File: src/rtl/pipelined_cpu.sv
// Three-stage (fetch, decode/read, execute/writeback) pipelined CPU with JMP, HLT and external stall.
// Define PIPELINED_CPU_FORWARD_EN to forward E results into D; otherwise distance-1 hazards interlock.
module pipelined_cpu #(
    parameter int DATA_W = 8,
    parameter int NREG   = 16,
    parameter int PC_W   = 12
) (
    input  logic              i_clk,
    input  logic              i_reset,
    input  logic              i_halt,
    output logic [PC_W-1:0]   o_pc,
    input  logic [15:0]       i_instruction,
    output logic              o_write_en,
    output logic [3:0]        o_write_addr,
    output logic [DATA_W-1:0] o_write_data,
    output logic              o_halted
);

    localparam int          SH_W   = $clog2(DATA_W);
    localparam logic [15:0] NOP_W  = 16'h0000;
    localparam logic [4:0]  NREG_L = 5'(NREG);

    localparam logic [3:0] OP_ADD = 4'h1, OP_SUB = 4'h2, OP_AND = 4'h3, OP_OR  = 4'h4,
                           OP_XOR = 4'h5, OP_SHL = 4'h6, OP_SHR = 4'h7, OP_LDI = 4'h8,
                           OP_MOV = 4'h9, OP_HLT = 4'hE, OP_JMP = 4'hF;

    typedef struct packed {
        logic              valid;
        logic [3:0]        op;
        logic [3:0]        dest;
        logic [DATA_W-1:0] a;
        logic [DATA_W-1:0] b;
        logic [7:0]        imm;
    } de_t;

    logic [PC_W-1:0]   pc;
    logic [15:0]       ir;
    logic              halt_flag;
    logic              rst_q;
    de_t               ex;
    logic [DATA_W-1:0] regs [NREG];

    logic [3:0]        d_op, d_dest, d_s1, d_s2;
    logic              d_writes, d_use1, d_use2;
    logic              m1, m2, stall;
    logic [DATA_W-1:0] rd1, rd2, op_a, op_b, alu;

    assign d_op     = ir[15:12];
    assign d_dest   = ir[11:8];
    assign d_s1     = ir[7:4];
    assign d_s2     = ir[3:0];
    assign d_writes = (d_op >= OP_ADD) && (d_op <= OP_MOV);
    assign d_use1   = d_writes && (d_op != OP_LDI);
    assign d_use2   = (d_op >= OP_ADD) && (d_op <= OP_SHR);

    // Indices at or above NREG read as zero
    always_comb begin
        rd1 = '0;
        rd2 = '0;
        for (int i = 0; i < NREG; i++) begin
            if (d_s1 == 4'(i)) rd1 = regs[i];
            if (d_s2 == 4'(i)) rd2 = regs[i];
        end
    end

    always_comb begin
        alu = '0;
        case (ex.op)
            OP_ADD:  alu = ex.a + ex.b;
            OP_SUB:  alu = ex.a - ex.b;
            OP_AND:  alu = ex.a & ex.b;
            OP_OR:   alu = ex.a | ex.b;
            OP_XOR:  alu = ex.a ^ ex.b;
            OP_SHL:  alu = ex.a << ex.b[SH_W-1:0];
            OP_SHR:  alu = ex.a >> ex.b[SH_W-1:0];
            OP_LDI:  alu = DATA_W'(ex.imm);
            OP_MOV:  alu = ex.a;
            default: alu = '0;
        endcase
    end

    // A dropped write to an out-of-range register is not a real dependence
    assign m1 = ex.valid && d_use1 && (ex.dest == d_s1) && ({1'b0, d_s1} < NREG_L);
    assign m2 = ex.valid && d_use2 && (ex.dest == d_s2) && ({1'b0, d_s2} < NREG_L);

`ifdef PIPELINED_CPU_FORWARD_EN
    assign op_a  = m1 ? alu : rd1;
    assign op_b  = m2 ? alu : rd2;
    assign stall = 1'b0;
`else
    assign op_a  = rd1;
    assign op_b  = rd2;
    assign stall = m1 | m2;
`endif

    always_ff @(posedge i_clk) begin
        if (i_reset) begin
            pc           <= '0;
            ir           <= NOP_W;
            halt_flag    <= 1'b0;
            rst_q        <= 1'b1;
            ex           <= '0;
            o_write_en   <= 1'b0;
            o_write_addr <= '0;
            o_write_data <= '0;
        end else begin
            rst_q      <= 1'b0;
            o_write_en <= ex.valid;
            if (ex.valid) begin
                o_write_addr <= ex.dest;
                o_write_data <= alu;
            end
            ex.valid <= 1'b0;
            if (i_halt) begin
                // hold PC and IR; bubble enters E
            end else if (halt_flag) begin
                ir <= NOP_W;
            end else if (d_op == OP_HLT) begin
                halt_flag <= 1'b1;
                ir        <= NOP_W;
            end else if (d_op == OP_JMP) begin
                pc <= ir[PC_W-1:0];
                ir <= NOP_W;
            end else if (!stall) begin
                pc <= pc + PC_W'(1);
                ir <= i_instruction;
                ex <= '{valid: d_writes, op: d_op, dest: d_dest, a: op_a, b: op_b, imm: ir[7:0]};
            end
        end
    end

    always_ff @(posedge i_clk) begin
        for (int i = 0; i < NREG; i++) begin
            if (i_reset)
                regs[i] <= '0;
            else if (ex.valid && ex.dest == 4'(i))
                regs[i] <= alu;
        end
    end

    assign o_pc     = pc;
    // Held low in the first cycle after reset even though E is empty
    assign o_halted = (i_halt | halt_flag) & ~ex.valid & ~rst_q;

endmodule

File: config.mk
export PLATFORM = sky130hd
export DESIGN_NAME = pipelined_cpu
export DESIGN_NICKNAME = d
export VERILOG_FILES = /design/src/rtl/pipelined_cpu.sv
export SDC_FILE = /design/constraint.sdc
export NUM_CORES = 1
export LEC_CHECK = 0
export ABC_AREA = 1
export CAP_MARGIN = 30
export CORE_MARGIN = 10
export CORE_UTILIZATION = 40
export CTS_CLUSTER_DIAMETER = 50
export DETAILED_ROUTE_END_ITERATION = 8
export PLACE_DENSITY_LB_ADDON = 0.08
export SETUP_SLACK_MARGIN = 0.1
export SKIP_LAST_GASP = 1
export SLEW_MARGIN = 20
export SYNTH_ARGS = -nofsm -noshare
export SYNTH_HDL_FRONTEND = slang
export SYNTH_SLANG_ARGS = --single-unit
export TNS_END_PERCENT = 5
File: constraint.sdc
create_clock -name i_clk -period 6.2 [get_ports i_clk]
set_clock_uncertainty 0.2 [all_clocks]
set_input_delay 1.24 -clock i_clk [delete_from_list [all_inputs] [get_ports i_clk]]
set_output_delay 1.24 -clock i_clk [all_outputs]
set_load 0.03 [all_outputs]
==> results.sh, run 1 <==
export IMPL_final_util=0.4714
export IMPL_worstSkewPairLatency_ns=0.56
export IMPL_tightest_slew_ns=0.8116
export IMPL_synth_top_area_frac=0.3351
export IMPL_antenna_cells=0
export IMPL_drive_gt1_frac=0.08564
export IMPL_ys_seq_area_frac=0.4677
export IMPL_p_sw_uw=1265
export IMPL_syn_nets=1501
export IMPL_p_clk_frac=0.422
export IMPL_place_gp_congestion=0.8794
export IMPL_ys_flop_type="edfxtp_1"
export IMPL_avgSynthCellArea_um2=7.884
export IMPL_fin_ws_ns=1.966
export IMPL_async_reset_ff_frac=0
export IMPL_dieArea_um2=35850
export IMPL_reg2reg_from="ex[9]$_SDFFE_PP0P_"
export IMPL_drc_errors=3
export IMPL_cp_end_kind="flip-flop"
export IMPL_synth_top_area_cell="edfxtp_1"
export IMPL_cts_tree="yes"
export IMPL_worstPathMaxFanout=22
export IMPL_drt_iter0_drc=867
export IMPL_vias_per_cell=5.397
export IMPL_gr_total_overflow=0
export IMPL_power_frac_seq=0.398
export IMPL_min_from="ex[0]$_SDFFE_PP0P_"
export IMPL_pre_cts_ws_ns=2.011
export IMPL_fmax_mhz=236.2
export IMPL_synth_area_leaders="edfxtp_1, dfxtp_1, nand2_1, nor2_1, a21oi_1"
export IMPL_cp_required_ns=6.29
export IMPL_min_path_cells=2
export IMPL_nFillCells=2764
export IMPL_swShare=0.3159
export IMPL_wirelength_um=36680
export IMPL_maxSlewViolCount=0
export IMPL_cts_sinks=204
export IMPL_grt_max_degree=51
export IMPL_cts_setup_buffers=0
export IMPL_initial_core_util=0.4095
export IMPL_r2r_slack_ns=1.97
export IMPL_violations="design-rule violations"
export IMPL_hold_viol_final=0
export IMPL_die_y_um=189.3
export IMPL_drtAntennaViolNets=0
export IMPL_coreArea_um2=28010
export IMPL_fin_nets=1541
export IMPL_synth_adder_area_share=0.03010
export IMPL_grt_pass1_vias=9943
export IMPL_syn_area_um2=11470
export IMPL_p_int_uw=2740
export IMPL_vias=10230
export IMPL_synthToLayoutAreaGrowth_pct=15.11
export IMPL_die_w_um=189.3
export IMPL_leakagePower_uw=0.004950
export IMPL_slew_headroom=0.4583
export IMPL_wire_per_inst_um=19.35
export IMPL_rsz0062_at_grt="false"
export IMPL_muxShareOfSynthArea=0.0008726
export IMPL_synth_compound_area_frac=0.1242
export IMPL_cts_root_buf="clkbuf_16"
export IMPL_fp_row_count=61
export IMPL_yosysWarnings=0
export IMPL_max_cap_violations=0
export IMPL_start_kind="flip-flop"
export IMPL_hold_end="ex[0]$_SDFFE_PP0P_"
export IMPL_post_synth_num_cell_types=58
export IMPL_synth_xor_area_frac=0.01287
export IMPL_setup_viol=0
export IMPL_grt_pass1_wl_um=58480
export IMPL_path_clk_slew_ns=0.06
export IMPL_outcome="complete, but fails checks"
export IMPL_crit_type="reg2reg"
export IMPL_antenna_found_initial=0
export IMPL_io_buffers=44
export IMPL_period_minus_slack_ns=4.234
export IMPL_r2r_cells=19
export IMPL_timing_final_crit_share=0.6829
export IMPL_yosys_area_share_simple=0.2954
export IMPL_vdd_drop_max_mv=0.1890
export IMPL_reg2reg_to="regs[0][7]$_SDFFCE_PN0P_"
export IMPL_pin_count=45
export IMPL_first_pass_iters=9
export IMPL_synth_top_family_by_area="simple AND/OR/NAND/NOR gates"
export IMPL_h_tree_depth=1
export IMPL_cts_resized=0
export IMPL_hold_class="reg2reg"
export IMPL_grt_usage=0.2035
export IMPL_pwr_share_comb=0.180
export IMPL_synthCells=1455
export IMPL_finalSetupTns_ns=0
export IMPL_dpl_hpwl_um=26360
export IMPL_clk_path_buf_depth=3
export IMPL_synth_edf_count=128
export IMPL_worstPathArrival_ns=4.33
export IMPL_numCtsBuffers=29
export IMPL_ys_ff_latch=204
export IMPL_power_density_nw_per_um2=303.3
export IMPL_holdBufCountCts=0
[worst max path at each step]
stage | slack [ns] | end | startpoint
2_1_floorplan | 2.83 | o_halted | i_halt
3_3_place_gp | 2.07 | regs[1][7]$_SDFFCE_PN0P_ | ex[9]$_SDFFE_PP0P_
3_5_place_dp | 2.01 | regs[1][23]$_SDFFCE_PN0P_ | ex[9]$_SDFFE_PP0P_
4_1_cts | 2.00 | regs[0][7]$_SDFFCE_PN0P_ | ex[9]$_SDFFE_PP0P_
5_1_grt | 1.56 | regs[1][23]$_SDFFCE_PN0P_ | ex[9]$_SDFFE_PP0P_
6_report | 1.97 | regs[0][7]$_SDFFCE_PN0P_ | ex[9]$_SDFFE_PP0P_
[layout make-up]
class	instances	area [µm²]	area share
clock inverter	22	239.0	0.01810
timing repair buffer	58	561.8	0.04255
sequential	204	5365	0.4063
clock buffer	32	757.0	0.05733
multi-input combinational	1071	5316	0.4026
inverter	131	491.7	0.03724
tap	378	473.0	0.03582
[routing by layer]
metal	track usage	part of all wire	vias to the layer above
met1	0.2797	0.46	4887
met3	0.02867	0.058	51
li1	-	-	4996
met5	0	0	-
met2	0.3342	0.46	299
met4	0.03999	0.017	0
[placed cells by master, fill, tap and decap left out, types with 3 or more instances in the layout]
| master | netlist | final |
|---|---|---|
| ha_1 | 26 | 26 |
| clkbuf_16 | 0 | 29 |
| o22ai_1 | 3 | 3 |
| inv_1 | 112 | 112 |
| inv_6 | 0 | 3 |
| nand3_1 | 79 | 79 |
| nor3_2 | 3 | 3 |
| nor3_1 | 13 | 13 |
| clkdlybuf4s50_1 | 0 | 44 |
| inv_2 | 17 | 18 |
| nor2_4 | 6 | 6 |
| buf_4 | 8 | 12 |
| a211oi_1 | 3 | 3 |
| clkinv_4 | 0 | 4 |
| bufinv_16 | 0 | 3 |
| clkinvlp_4 | 0 | 3 |
| clkinv_2 | 0 | 6 |
| o21ai_1 | 7 | 7 |
| nor2_2 | 12 | 12 |
| dfxtp_1 | 76 | 76 |
| nor2_1 | 249 | 249 |
| nand2_2 | 4 | 4 |
| o21ai_0 | 63 | 63 |
| nand2_1 | 340 | 340 |
| o31ai_1 | 6 | 6 |
| a21oi_2 | 4 | 4 |
| nand4_1 | 59 | 59 |
| a221oi_1 | 3 | 3 |
| o211ai_1 | 9 | 9 |
| xor2_1 | 14 | 14 |
| edfxtp_1 | 128 | 128 |
| a21oi_1 | 132 | 132 |
[per-stage QoR]
step	area, µm²	hold WS (ns)	power (µW)	std cells
finish	13200	0.2506	4005	1896
global placement	12170	0.2358	2338	1839
floorplan	11470	0.2246	2092	1455
CTS	13180	0.2577	4024	1895
global route	13200	0.2782	4183	1896
detailed placement	12190	0.2505	2340	1841
[critical path: stages, from the launching register on]
cell and delay (ns):
dfxtp_1 0.81, inv_1 0.41, ha_1 0.30, inv_1 0.07, nand2_1 0.06, xor2_1 0.15
ha_1 0.38, a21oi_2 0.16, nand2_1 0.08, nand2_2 0.08, nand2_1 0.06, a21oi_1 0.17
nor2_1 0.08, o21ai_1 0.12, nand2_1 0.07, xor2_1 0.14, nand2_1 0.06, nand2_1 0.07
inv_2 0.41, nor2_1 0.10
[flip-flops by register name, summed over array words and instances, names as in the netlist]
| signal | count |
|---|---|
| ex | 33 |
| halt_flag | 1 |
| ir | 16 |
| o_pc | 12 |
| o_write_addr | 4 |
| o_write_data | 8 |
| o_write_en | 1 |
| regs | 128 |
| rst_q | 1 |
[Yosys cell counts, drive strengths merged, types with 4 or more instances]
cell type,number
buf,34
dfxtp,76
nand3,81
nand2,345
a211oi,4
ha,26
edfxtp,128
nor3,18
o21ai,72
xor2,15
a21oi,136
clkbuf,15
a2111oi,4
o31ai,6
nor2,267
nand4,59
inv,129
o211ai,9
[logic make-up (layout without fill, tap and decap cells)]
group,count (synthesis),after routing
and+or+nand+nor,781,781
AOI/OAI and AO/OA,246,246
DFF,204,204
buffers and inverters,180,243
adders and majority gates,27,27
xor gates and xnor gates,16,16
muxes,1,1
[power by group through the flow]
stage          clock network (µW)  logic (µW)  registers (µW)
2_1_floorplan                   0         493            1600
3_3_place_gp                    0         720            1620
3_5_place_dp                    0         722            1620
4_1_cts                      1710         725            1590
5_1_grt                      1780         803            1600
6_report                     1690         721            1590
No activity file was read; power rests on OpenSTA's default activity.
==> inputs of run 2 (changes only) <==
==> constraint.sdc (replaced) <==
create_clock -name i_clk -period 4.4 [get_ports i_clk]
set_clock_uncertainty 0.2 [all_clocks]
set_input_delay 0.88 -clock i_clk [delete_from_list [all_inputs] [get_ports i_clk]]
set_output_delay 0.88 -clock i_clk [all_outputs]
set_load 0.03 [all_outputs]
==> run 2 against run 1 <==
Effect of this change: the run now ends clean; critical path depth unchanged; via count decreased by 0.45%; sequential power grew 40%; global-route usage down 0.53 points; worst setup slack got worse by 1.1 ns; fmax increased by 22%; highest routed layer unchanged.
==> results.sh, run 2 (synthesis results as in run 1) <==
export IMPL_outcome="finished clean"
export IMPL_use_met3=0.02977
export IMPL_rsz0062_at_grt="false"
export IMPL_cts_resized=0
export IMPL_clk_path_buf_depth=3
export IMPL_cp_required_ns=4.48
export IMPL_reg2reg_to="regs[1][31]$_SDFFCE_PN0P_"
export IMPL_vias_per_cell=5.356
export IMPL_place_area_um2=12230
export IMPL_leakagePower_uw=0.004955
export IMPL_vias=10190
export IMPL_start_kind="flip-flop"
export IMPL_worstPathArrival_ns=3.57
export IMPL_total_power_uw=5585
export IMPL_vdd_drop_max_mv=0.3034
export IMPL_power_density_nw_per_um2=422.6
export IMPL_crit_type="reg2reg"
export IMPL_die_w_um=189.3
export IMPL_wire_per_inst_um=19.21
export IMPL_met1_usage=0.2774
export IMPL_hold_viol_final=0
export IMPL_r2r_cells=19
export IMPL_fin_nets=1546
export IMPL_grt_pass1_vias=9667
export IMPL_finalSetupTns_ns=0
export IMPL_met2_usage=0.3160
export IMPL_initial_core_util=0.4095
export IMPL_cts_sinks=204
export IMPL_coreArea_um2=28010
export IMPL_hold_end="ex[0]$_SDFFE_PP0P_"
export IMPL_reg_top3="regs x128, ex x33, ir x16"
export IMPL_cts_root_buf="clkbuf_16"
export IMPL_numCtsBuffers=30
export IMPL_dieArea_um2=35850
export IMPL_wirelength_um=36530
export IMPL_cts_tree="yes"
export IMPL_stdcell_area_um2=13220
export IMPL_holdBufCountCts=0
export IMPL_slew_headroom=0.4897
export IMPL_reg2reg_from="ex[9]$_SDFFE_PP0P_"
export IMPL_h_tree_depth=1
export IMPL_antenna_cells=0
export IMPL_layout_common_cells="nand2_1, nor2_1, a21oi_1"
export IMPL_synthToLayoutAreaGrowth_pct=15.22
export IMPL_timing_final_crit_share=0.7919
export IMPL_grt_max_degree=50
export IMPL_drtAntennaViolNets=0
export IMPL_largest_register_ffs=128
export IMPL_drive_gt1_frac=0.08399
export IMPL_maxSlewViolCount=0
export IMPL_fmax_mhz=287.0
export IMPL_cp_end_kind="flip-flop"
export IMPL_grt_usage=0.1982
export IMPL_drc_errors=0
export IMPL_die_y_um=189.3
export IMPL_io_buffers=44
export IMPL_hold_class="reg2reg"
export IMPL_min_from="ex[0]$_SDFFE_PP0P_"
export IMPL_place_gp_congestion=0.9042
export IMPL_dpl_hpwl_um=26330
export IMPL_final_common_cell="nand2_1"
export IMPL_regMostFlops="regs"
export IMPL_antenna_found_initial=0
export IMPL_grt_pass1_wl_um=56480
export IMPL_top_usage_layer="met2"
export IMPL_fp_row_count=61
export IMPL_path_clk_slew_ns=0.05
export IMPL_drt_iter0_drc=838
export IMPL_gr_total_overflow=0
export IMPL_setup_viol=0
export IMPL_pin_count=45
export IMPL_cts_setup_buffers=0
export IMPL_period_minus_slack_ns=3.484
export IMPL_worstPathMaxFanout=16
export IMPL_worstSkewPairLatency_ns=0.56
export IMPL_max_cap_violations=0
export IMPL_final_util=0.4718
export IMPL_first_pass_iters=5
export IMPL_nFillCells=2805
export IMPL_min_path_cells=2
export IMPL_tightest_slew_ns=0.7626
export IMPL_r2r_slack_ns=0.92
[run 2: metrics by stage]
stage | setup WS, ns | hold WS, ns | cells
3_5_place_dp | 0.9172 | 0.2605 | 1846
4_1_cts | 0.9220 | 0.2674 | 1902
5_1_grt | 0.5849 | 0.2808 | 1902
6_report | 0.9155 | 0.2627 | 1902
3_3_place_gp | 0.9894 | 0.2518 | 1845
2_1_floorplan | 1.300 | 0.2246 | 1455
[run 2: layer usage]
layer,part of all wire,wire length [µm]
met5,0,0
met4,0.017,632
met3,0.059,2170
met2,0.45,16590
met1,0.47,17140
[run 2: worst max-delay path by stage]
| stage | startpoint | to | slack, ns |
|---|---|---|---|
| 4_1_cts | ex[9]$_SDFFE_PP0P_ | regs[1][39]$_SDFFCE_PN0P_ | 0.92 |
| 5_1_grt | ex[29]$_SDFFE_PP0P_ | regs[1][15]$_SDFFCE_PN0P_ | 0.58 |
| 3_5_place_dp | ex[9]$_SDFFE_PP0P_ | regs[0][7]$_SDFFCE_PN0P_ | 0.92 |
| 3_3_place_gp | ex[29]$_SDFFE_PP0P_ | regs[1][15]$_SDFFCE_PN0P_ | 0.99 |
| 6_report | ex[9]$_SDFFE_PP0P_ | regs[1][31]$_SDFFCE_PN0P_ | 0.92 |
| 2_1_floorplan | ex[8]$_SDFFE_PP0P_ | regs[0][39]$_SDFFCE_PN0P_ | 1.30 |
[run 2: worst max-delay path, cell delays in order, from the launching register on]
cell and delay [ns]:
dfxtp_1 0.31, inv_1 0.31, ha_1 0.23, inv_1 0.05
nand2_1 0.07, xor2_1 0.17, ha_1 0.31, a21oi_2 0.16
nand2_1 0.08, nand2_2 0.09, nand2_1 0.06, a21oi_1 0.18
nor2_1 0.08, o21ai_1 0.12, nand2_1 0.08, xor2_1 0.14
nand2_1 0.06, nand2_1 0.07, inv_2 0.38, nor2_1 0.08
[run 2: area by class of cell]
class | count | area (µm²) | share of cell area
inverters | 131 | 491.7 | 0.03721
clock inverters | 17 | 163.9 | 0.01240
repair buffers | 62 | 579.3 | 0.04383
flip-flops and latches | 204 | 5365 | 0.4059
well taps | 378 | 473.0 | 0.03579
multi-input cells | 1071 | 5316 | 0.4023
clock buffers | 39 | 827.0 | 0.06258
[run 2: power breakdown]
group	leakage [µW]	internal, µW	total (µW)	switching, µW
Combinational	0.00253	294	1030	731
Sequential	0.00195	2130	2230	103
Clock	0.000476	1400	2330	923
Total	0.00496	3830	5580	1760
==> inputs of run 3 (changes only) <==
==> constraint.sdc (replaced) <==
create_clock -name i_clk -period 2.9 [get_ports i_clk]
set_clock_uncertainty 0.2 [all_clocks]
set_input_delay 0.58 -clock i_clk [delete_from_list [all_inputs] [get_ports i_clk]]
set_output_delay 0.58 -clock i_clk [all_outputs]
set_load 0.03 [all_outputs]
==> run 3 against run 2 <==
Effect of this change: the flow now finishes with violations (negative setup slack); critical path depth fell by 2; register-to-register slack got worse by 0.98 ns; fmax rose by 18%; first-iteration DRC count rose by 5.3%; sequential share of layout area fell by 1.9 points; count of clock-buffer cells in the layout fell by 4; flip-flop and latch count did not move; global-route usage rose by 0.46 points; die area did not move; cell count rose by 3.1%; via count rose by 2.4%; critical endpoint is now regs[1][14]$_SDFFCE_PN0P_; highest routed layer unchanged.
==> results.sh, run 3 (synthesis results as in run 1) <==
export IMPL_outcome="complete, but fails checks"
export IMPL_violations="negative setup slack"
export IMPL_timing_final_crit_share=1.021
export IMPL_place_area_um2=12730
export IMPL_layout_common_cells="nand2_1, nor2_1, a21oi_1"
export IMPL_drc_errors=0
export IMPL_critPathMaxStageDelay_ns=0.34
export IMPL_power_frac_seq=0.384
export IMPL_dpl_hpwl_um=27370
export IMPL_swShare=0.3130
export IMPL_p_sw_uw=2748
export IMPL_die_w_um=189.3
export IMPL_start_kind="flip-flop"
export IMPL_grt_pass1_wl_um=57810
export IMPL_stdcell_area_um2=13870
export IMPL_cts_tree="yes"
export IMPL_wire_per_inst_um=19.05
export IMPL_vdd_drop_max_mv=0.4199
export IMPL_rsz0062_at_grt="true"
export IMPL_pin_count=45
export IMPL_cts_sinks=204
export IMPL_regMostFlops="regs"
export IMPL_max_cap_violations=0
export IMPL_gr_total_overflow=0
export IMPL_period_minus_slack_ns=2.960
export IMPL_wirelength_um=37370
export IMPL_coreArea_um2=28010
export IMPL_hold_viol_final=0
export IMPL_maxSlewViolCount=0
export IMPL_vias_per_cell=5.321
export IMPL_critPathTopFamily="simple AND/OR/NAND/NOR gates"
export IMPL_initial_core_util=0.4095
export IMPL_p_int_uw=6030
export IMPL_drtAntennaViolNets=0
export IMPL_multi_input_area_um2=5391
export IMPL_fin_ws_ns=-0.05968
export IMPL_worstSkewPairLatency_ns=0.56
export IMPL_cp_required_ns=2.98
export IMPL_setup_viol=20
export IMPL_clk_path_buf_depth=3
export IMPL_h_tree_depth=1
export IMPL_r2r_slack_ns=-0.06
export IMPL_vias=10430
export IMPL_crit_type="reg2reg"
export IMPL_tightest_slew_ns=0.7492
export IMPL_numCtsBuffers=28
export IMPL_drt_iter0_drc=882
export IMPL_fp_row_count=61
export IMPL_first_pass_iters=5
export IMPL_leakagePower_uw=0.005317
export IMPL_nFillCells=2776
export IMPL_cp_cell_sequence="buf_4, nor3_4, inv_2, nand2_1, xor2_1, ha_1, a21oi_2, o31ai_2, and2_4, nor2_2, o21bai_1, or2_4, nand3_2, nand2_2, clkinv_4, clkbuf_16, nor2_1"
export IMPL_die_y_um=189.3
export IMPL_worstPathArrival_ns=3.04
export IMPL_path_clk_slew_ns=0.05
export IMPL_seq_area_um2=5373
export IMPL_final_common_cell="nand2_1"
export IMPL_cp_end_kind="flip-flop"
export IMPL_grt_max_degree=48
export IMPL_grt_pass1_vias=9985
export IMPL_final_util=0.4951
export IMPL_cp_slowest_cell="dfxtp_4"
export IMPL_antenna_found_initial=0
export IMPL_fmax_mhz=337.9
export IMPL_antenna_cells=0
export IMPL_dieArea_um2=35850
export IMPL_synthToLayoutAreaGrowth_pct=20.89
export IMPL_worstPathMaxFanout=8
export IMPL_place_gp_congestion=0.8749
export IMPL_hold_class="reg2reg"
export IMPL_reg_top3="regs x128, ex x33, ir x16"
export IMPL_p_clk_frac=0.388
export IMPL_cts_root_buf="clkbuf_16"
export IMPL_crit_buf_inv=4
export IMPL_io_buffers=44
export IMPL_grt_usage=0.2028
export IMPL_pwr_share_comb=0.228
export IMPL_slew_headroom=0.4987
export IMPL_largest_register_ffs=128
export IMPL_power_density_nw_per_um2=633.0
export IMPL_fin_nets=1607
export IMPL_drive_gt1_frac=0.1339
[run 3: tightest hold or removal path, cell delays in order (launching register included)]
cell	delay [ns]
dfxtp_1	0.31
inv_1	0.05
a21oi_1	0.05
[run 3: power by group through the flow]
stage	registers, µW	logic [µW]	clock network [µW]
after floorplan	3420	1070	0
after global placement	3420	1810	0
after detailed placement	3420	1820	0
after CTS	3370	1910	3470
after global routing	3390	2170	3610
final	3370	2000	3410
[run 3: layout make-up]
type                            instances  area share
Clock buffer                           35     0.05387
Clock inverter                         17     0.01408
Inverter                              131     0.03600
Multi-Input combinational cell       1071      0.3888
Sequential cell                       204      0.3874
Tap cell                              378     0.03411
Timing Repair Buffer                  125     0.08572
[run 3: final timing paths]
kind	start	endpoint	depth (start not counted)
setup / recovery	ex[8]$_SDFFE_PP0P_	regs[1][14]$_SDFFCE_PN0P_	17
hold / removal	o_pc[11]$_SDFFE_PP0P_	o_pc[11]$_SDFFE_PP0P_	2
setup reg to reg	ex[8]$_SDFFE_PP0P_	regs[1][14]$_SDFFCE_PN0P_	17
hold reg to reg	o_pc[11]$_SDFFE_PP0P_	o_pc[11]$_SDFFE_PP0P_	2
[run 3: what timing repair did]
| action | in CTS | in global routing |
|---|---|---|
| hold buffers | 0 | 0 |
| setup buffers | 6 | 0 |
| pin swaps | 8 | 6 |
| gates cloned | 1 | 2 |
| endpoints found under the setup margin | 84 | 86 |
| resized for setup | 12 | 11 |
[run 3: metal layers]
| layer | track usage | vias up | routed length, µm |
|---|---|---|---|
| li1 | - | 5119 | - |
| met1 | 0.2781 | 4972 | 17490 |
| met2 | 0.3319 | 291 | 17160 |
| met3 | 0.02811 | 52 | 1997 |
| met4 | 0.04548 | 0 | 717 |
| met5 | 0 | - | 0 |
[run 3: per-stage QoR]
step           hold WS [ns]  worst slack [ns]  instances  power (µW)  TNS (ns)
2_1_floorplan        0.2246          -0.07186       1455        4485   -0.7083
3_3_place_gp         0.2536           -0.1300       1900        5230    -2.380
5_1_grt              0.2949           -0.2464       1961        9168    -10.79
3_5_place_dp         0.2544           -0.1839       1900        5245    -4.537
6_report             0.2583          -0.05968       1961        8778   -0.6401
4_1_cts              0.2654          -0.03193       1959        8754   -0.2613
==> variant 1: new RTL, flow settings as in run 2 <==
Register the inputs `i_halt` and `i_instruction` before use, cleared by the reset. The logic sees them one clock later.
--- a/src/rtl/pipelined_cpu.sv
+++ b/src/rtl/pipelined_cpu.sv
@@ -33,4 +33,17 @@
         logic [7:0]        imm;
     } de_t;
+
+    logic i_halt_q;
+    logic [15:0] i_instruction_q;
+
+    always_ff @(posedge i_clk) begin
+        if (i_reset) begin
+            i_halt_q        <= '0;
+            i_instruction_q <= '0;
+        end else begin
+            i_halt_q        <= i_halt;
+            i_instruction_q <= i_instruction;
+        end
+    end
 
     logic [PC_W-1:0]   pc;
@@ -112,5 +125,5 @@
             end
             ex.valid <= 1'b0;
-            if (i_halt) begin
+            if (i_halt_q) begin
                 // hold PC and IR; bubble enters E
             end else if (halt_flag) begin
@@ -124,5 +137,5 @@
             end else if (!stall) begin
                 pc <= pc + PC_W'(1);
-                ir <= i_instruction;
+                ir <= i_instruction_q;
                 ex <= '{valid: d_writes, op: d_op, dest: d_dest, a: op_a, b: op_b, imm: ir[7:0]};
             end
@@ -141,5 +154,5 @@
     assign o_pc     = pc;
     // Held low in the first cycle after reset even though E is empty
-    assign o_halted = (i_halt | halt_flag) & ~ex.valid & ~rst_q;
+    assign o_halted = (i_halt_q | halt_flag) & ~ex.valid & ~rst_q;
 
 endmodule
Check against the original RTL: not equivalent (Yosys sat finds a counterexample within 4 cycles, from zero or initial values and one cycle with i_reset high).
==> variant 1 against run 2 <==
Clock power is 3% lower. Largest power group is now registers. Maximum frequency is 5.9% higher. Cell count rose by 6.9%. Sequential share of layout area rose by 0.69 points. Wire length up 4.1%. Power increased by 11%. Die area grew 5.1%. Setup slack better by 200 ps. Synthesized area is 5.7% higher. Sequential cell count is 17 higher. Final area is 4.6% higher. Core utilization fell by 0.81 points.
==> variant 1: results (changes against run 2) <==
* Status: complete, no violations
* RePlAce Congestion at 0.899 (-0.58%)
* Largest regs: regs: 128 flops, ex: 33 flops
* R2R depth at 16 (-3)
* Reg-to-reg slack, setup at 1110 ps (+200 ps)
* Worst-Skew Late Latency at 540 ps (-20 ps)
* Total CTS buffers at 29 (-3.3%)
* Total GRT Usage at 19.4% (-0.47 points)
* Fraction of layout cells with a size suffix above 1 at 8.40% (about the same)
* P_leak at 5.50 nW (+11%)
* Yosys cell types at 54 (-6.9%)
* PortBufs at 44 (unchanged)
* Warnings, synthesis at 0 (unchanged)
* Worst r2r src: ex[29]$_SDFFE_PP0P_
* Top cells by area, synth: edfxtp_1 (32%), dfxtp_1 (15%), nand2_1 (10%)
* Data arrival, critical path at 3370 ps (-200 ps)
* Hold_ws at 259 ps (-3.96 ps)
* Hold wc startpoint: o_write_addr[1]$_SDFFE_PP0P_
* Final net count at 1667 (+7.8%)
* CP Max Fanout at 17 (+1)
* Setup crit end: regs[1][45]$_SDFFCE_PN0P_
* Starting Density at 40.7% (-0.25 points)
* Routed length per instance at 18.7 microns (-2.6%)
* Area after DPL at 12900 sq um (+5.4%)
* Crit share post-route at 74.8% (-4.4 points)
* Synth cell count leaders: nand2_1 (334), nor2_1 (281), inv_1 (172)
* Pin count of the biggest net entering global routing at 59 (+18%)
* WHS Endpoint: o_write_addr[1]$_SDFFE_PP0P_
* Maximum VDD drop at 0.251 mV (-17%)
* Syn nets at 1631 (+8.7%)
* Count of TritonRoute iterations in the first routing pass at 5 (unchanged)
* Vias in the first global route at 10390 (+7.5%)
* Post-synthesis sequential area ratio at 47.0% (+0.27 points)
* DP HPWL at 27200 microns (+3.5%)
* Starting DRT DRC Count at 975 (+16%)
* ANT cells at 0 (unchanged)
* First-pass GRT wire length at 59100 microns (+4.7%)
variant 1: cell count changes in the layout (fill, tap and decap cells not counted), moves of 5 or more:
cell and delta:
nand3_1 +18, nand2_1 -6, nor2_4 -5, inv_2 +9
nor2_2 +10, o31ai_1 -5, o21ai_0 -7, dfxtp_1 +17
nand4_1 -16, o21ai_1 +20, nor2_1 +31, inv_1 +59
variant 1: cell type report:
type / count / area (sq um)
Fill cell: 3022 / 16000
Sequential cell: 221 / 5710
Multi-Input combinational cell: 1108 / 5380
Clock buffer: 36 / 793
Timing Repair Buffer: 62 / 572
Inverter: 199 / 747
Clock inverter: 17 / 136
Tap cell: 390 / 488
variant 1: cells by family after synthesis:
logic type	after synthesis	share of synthesized area [%]
AOI/OAI and AO/OA	254	11.7
xor gates and xnor gates	17	1.29
adders and majority gates	27	2.85
buffers and inverters	256	8.69
DFF	221	47.0
muxes	1	0.0825
and+or+nand+nor	809	28.4
variant 1: critical path: stages, from the launching register on:
cell,delay (ps)
dfxtp_1,360
inv_1,70
nor2_1,130
nand2_1,220
o21ai_0,380
inv_1,90
ha_1,280
nand2_1,50
o21ai_0,340
nand2_1,130
nand2_1,80
a21oi_1,60
xor2_1,130
nor2_1,60
nor2_2,100
buf_4,280
nor2_1,70
variant 1: power breakdown:
part,switching [mW],internal (mW)
clock,0.926,1.35
combinational,1.01,0.427
sequential,0.146,2.32
variant 1: metrics by stage:
stage	instances	utilization [%]
final	2033	46.4
after global routing	2033	46.4
after global placement	1977	43.2
after floorplan	1585	-
after CTS	2033	46.4
after detailed placement	1980	43.3
variant 1: per-layer routing:
layer  global-route usage [%]  part of all wire, %
met1                     26.5                   46
met2                     30.9                   46
met3                     3.56                  7.1
met4                     4.51                  1.7
met5                        0                    0
==> variant 2: new RTL, settings of run 2 <==
Made on the original files. Add a define of `PIPELINED_CPU_FORWARD_EN`.
--- a/src/rtl/pipelined_cpu.sv
+++ b/src/rtl/pipelined_cpu.sv
@@ -1,4 +1,6 @@
 // Three-stage (fetch, decode/read, execute/writeback) pipelined CPU with JMP, HLT and external stall.
 // Define PIPELINED_CPU_FORWARD_EN to forward E results into D; otherwise distance-1 hazards interlock.
+`define PIPELINED_CPU_FORWARD_EN
+
 module pipelined_cpu #(
     parameter int DATA_W = 8,
Check against the original RTL: not equivalent (a bounded check fails within 4 cycles, from zero or initial values and one cycle with i_reset high).
==> variant 2 against run 2 <==
Wire length up 7.9%. Final area up 2.9%. Clock power down 3%. Synthesized area up 4.1%. Sequential cell count unchanged. Via count up 6.9%. Setup slack worse by 84 ps. Power down 5.5%. Synthesized cell count up 10%. Critical path type unchanged. Largest cell class is now multi-input combinational cells.
==> variant 2: results (changes against run 2) <==
* Synth cell count leaders: nand2_1 (414), nor2_1 (231), inv_1 (186)
* P_leak at 5.27 nW (+6.4%)
* FF+latch count at 204 (unchanged)
* Overall power at 5.28 mW (-5.5%)
* Clock-cell share at 6.82% (-0.68 points)
* Syn nets at 1648 (+9.8%)
* # placed instances at 1996 (+8.1%)
* Maximum VDD drop at 0.286 mV (-5.6%)
* Met3 Resource Use GR at 3.20% (+0.22 points)
* Area after DPL at 12700 sq um (+3.6%)
* Starting DRT DRC Count at 1212 (+45%)
* Final net count at 1683 (+8.9%)
* Clock share of power at 42.7% (+1.0 points)
* Routed length on met2 at 18200 microns (+9.9%)
* Data arrival, critical path at 3800 ps (+230 ps)
* Cells after Synth at 1602 (+10%)
* Routed length per instance at 19.2 microns (+0.13%)
* Top cells by area, synth: edfxtp_1 (32%), nand2_1 (13%), dfxtp_1 (13%)
* Mux cell area share after synthesis at 0% (-0.087 points)
* Met3 wire length at 2550 microns (+17%)
* Adder-Cell Fraction of Synth Area at 2.89% (-0.12 points)
* GR Util met1 at 29.4% (+1.7 points)
* RePlAce Congestion at 0.896 (-0.88%)
* Largest delay share family, worst path: simple AND/OR/NAND/NOR gates
* Seq pwr at 2.19 mW (-2%)
* Total CTS buffers at 29 (-3.3%)
* Clkbuf count at 36 (-7.7%)
* Fraction of area in multi-input gates at 40.4% (+0.17 points)
* Crit path largest cell delay at 710 ps (+330 ps)
* Inverters at 208 (+59%)
* Post-synthesis compound-gate area fraction at 11.2% (-1.2 points)
* DP HPWL at 28900 microns (+9.9%)
* CTS resizes at 0 (unchanged)
* Pin count of the biggest net entering global routing at 64 (+28%)
* Post-synthesis sequential area ratio at 44.9% (-1.8 points)
* Status: complete, no violations
* CP Max Fanout at 18 (+2)
* Fraction of layout cells with a size suffix above 1 at 8.19% (-0.21 points)
* Routed wire length at 39400 microns (+7.9%)
* Setup WS pre-CTS at 851 ps (-66.1 ps)
* Fin util at 46.0% (-1.2 points)
* Grt met2 use at 33.3% (+1.7 points)
* Worst hold path type: reg2reg
* Wl on met1 at 18100 microns (+5.5%)
* Yosys cell types at 53 (-8.6%)
* Buffers, non-clock at 58 (-6.5%)
* Slowest CP cell: dfxtp_1
* Vias in the first global route at 10149 (+5.0%)
* Total GRT Usage at 20.9% (+1.0 points)
* Ys async rst share at 0% (unchanged)
* First-pass GRT wire length at 60000 microns (+6.2%)
==> variant 2: worst register-to-register path, delay by kind of cell (launching register included) <==
family	cells	cell delay, ps
compound gates	4	470
buf+inv	4	620
fa+ha+maj	2	570
xor+xnor	1	150
simple gates	7	740
flops	1	710
==> variant 2: final timing paths <==
| check | start | to | slack [ps] | cells past startpoint |
|---|---|---|---|---|
| setup / recovery | ex[8]$_SDFFE_PP0P_ | o_write_data[6]$_SDFFE_PP0P_ | 830 | 18 |
| hold / removal | halt_flag$_SDFFE_PP0N_ | halt_flag$_SDFFE_PP0N_ | 260 | 1 |
| setup reg to reg | ex[8]$_SDFFE_PP0P_ | o_write_data[6]$_SDFFE_PP0P_ | 830 | 18 |
| hold reg to reg | halt_flag$_SDFFE_PP0N_ | halt_flag$_SDFFE_PP0N_ | 260 | 1 |
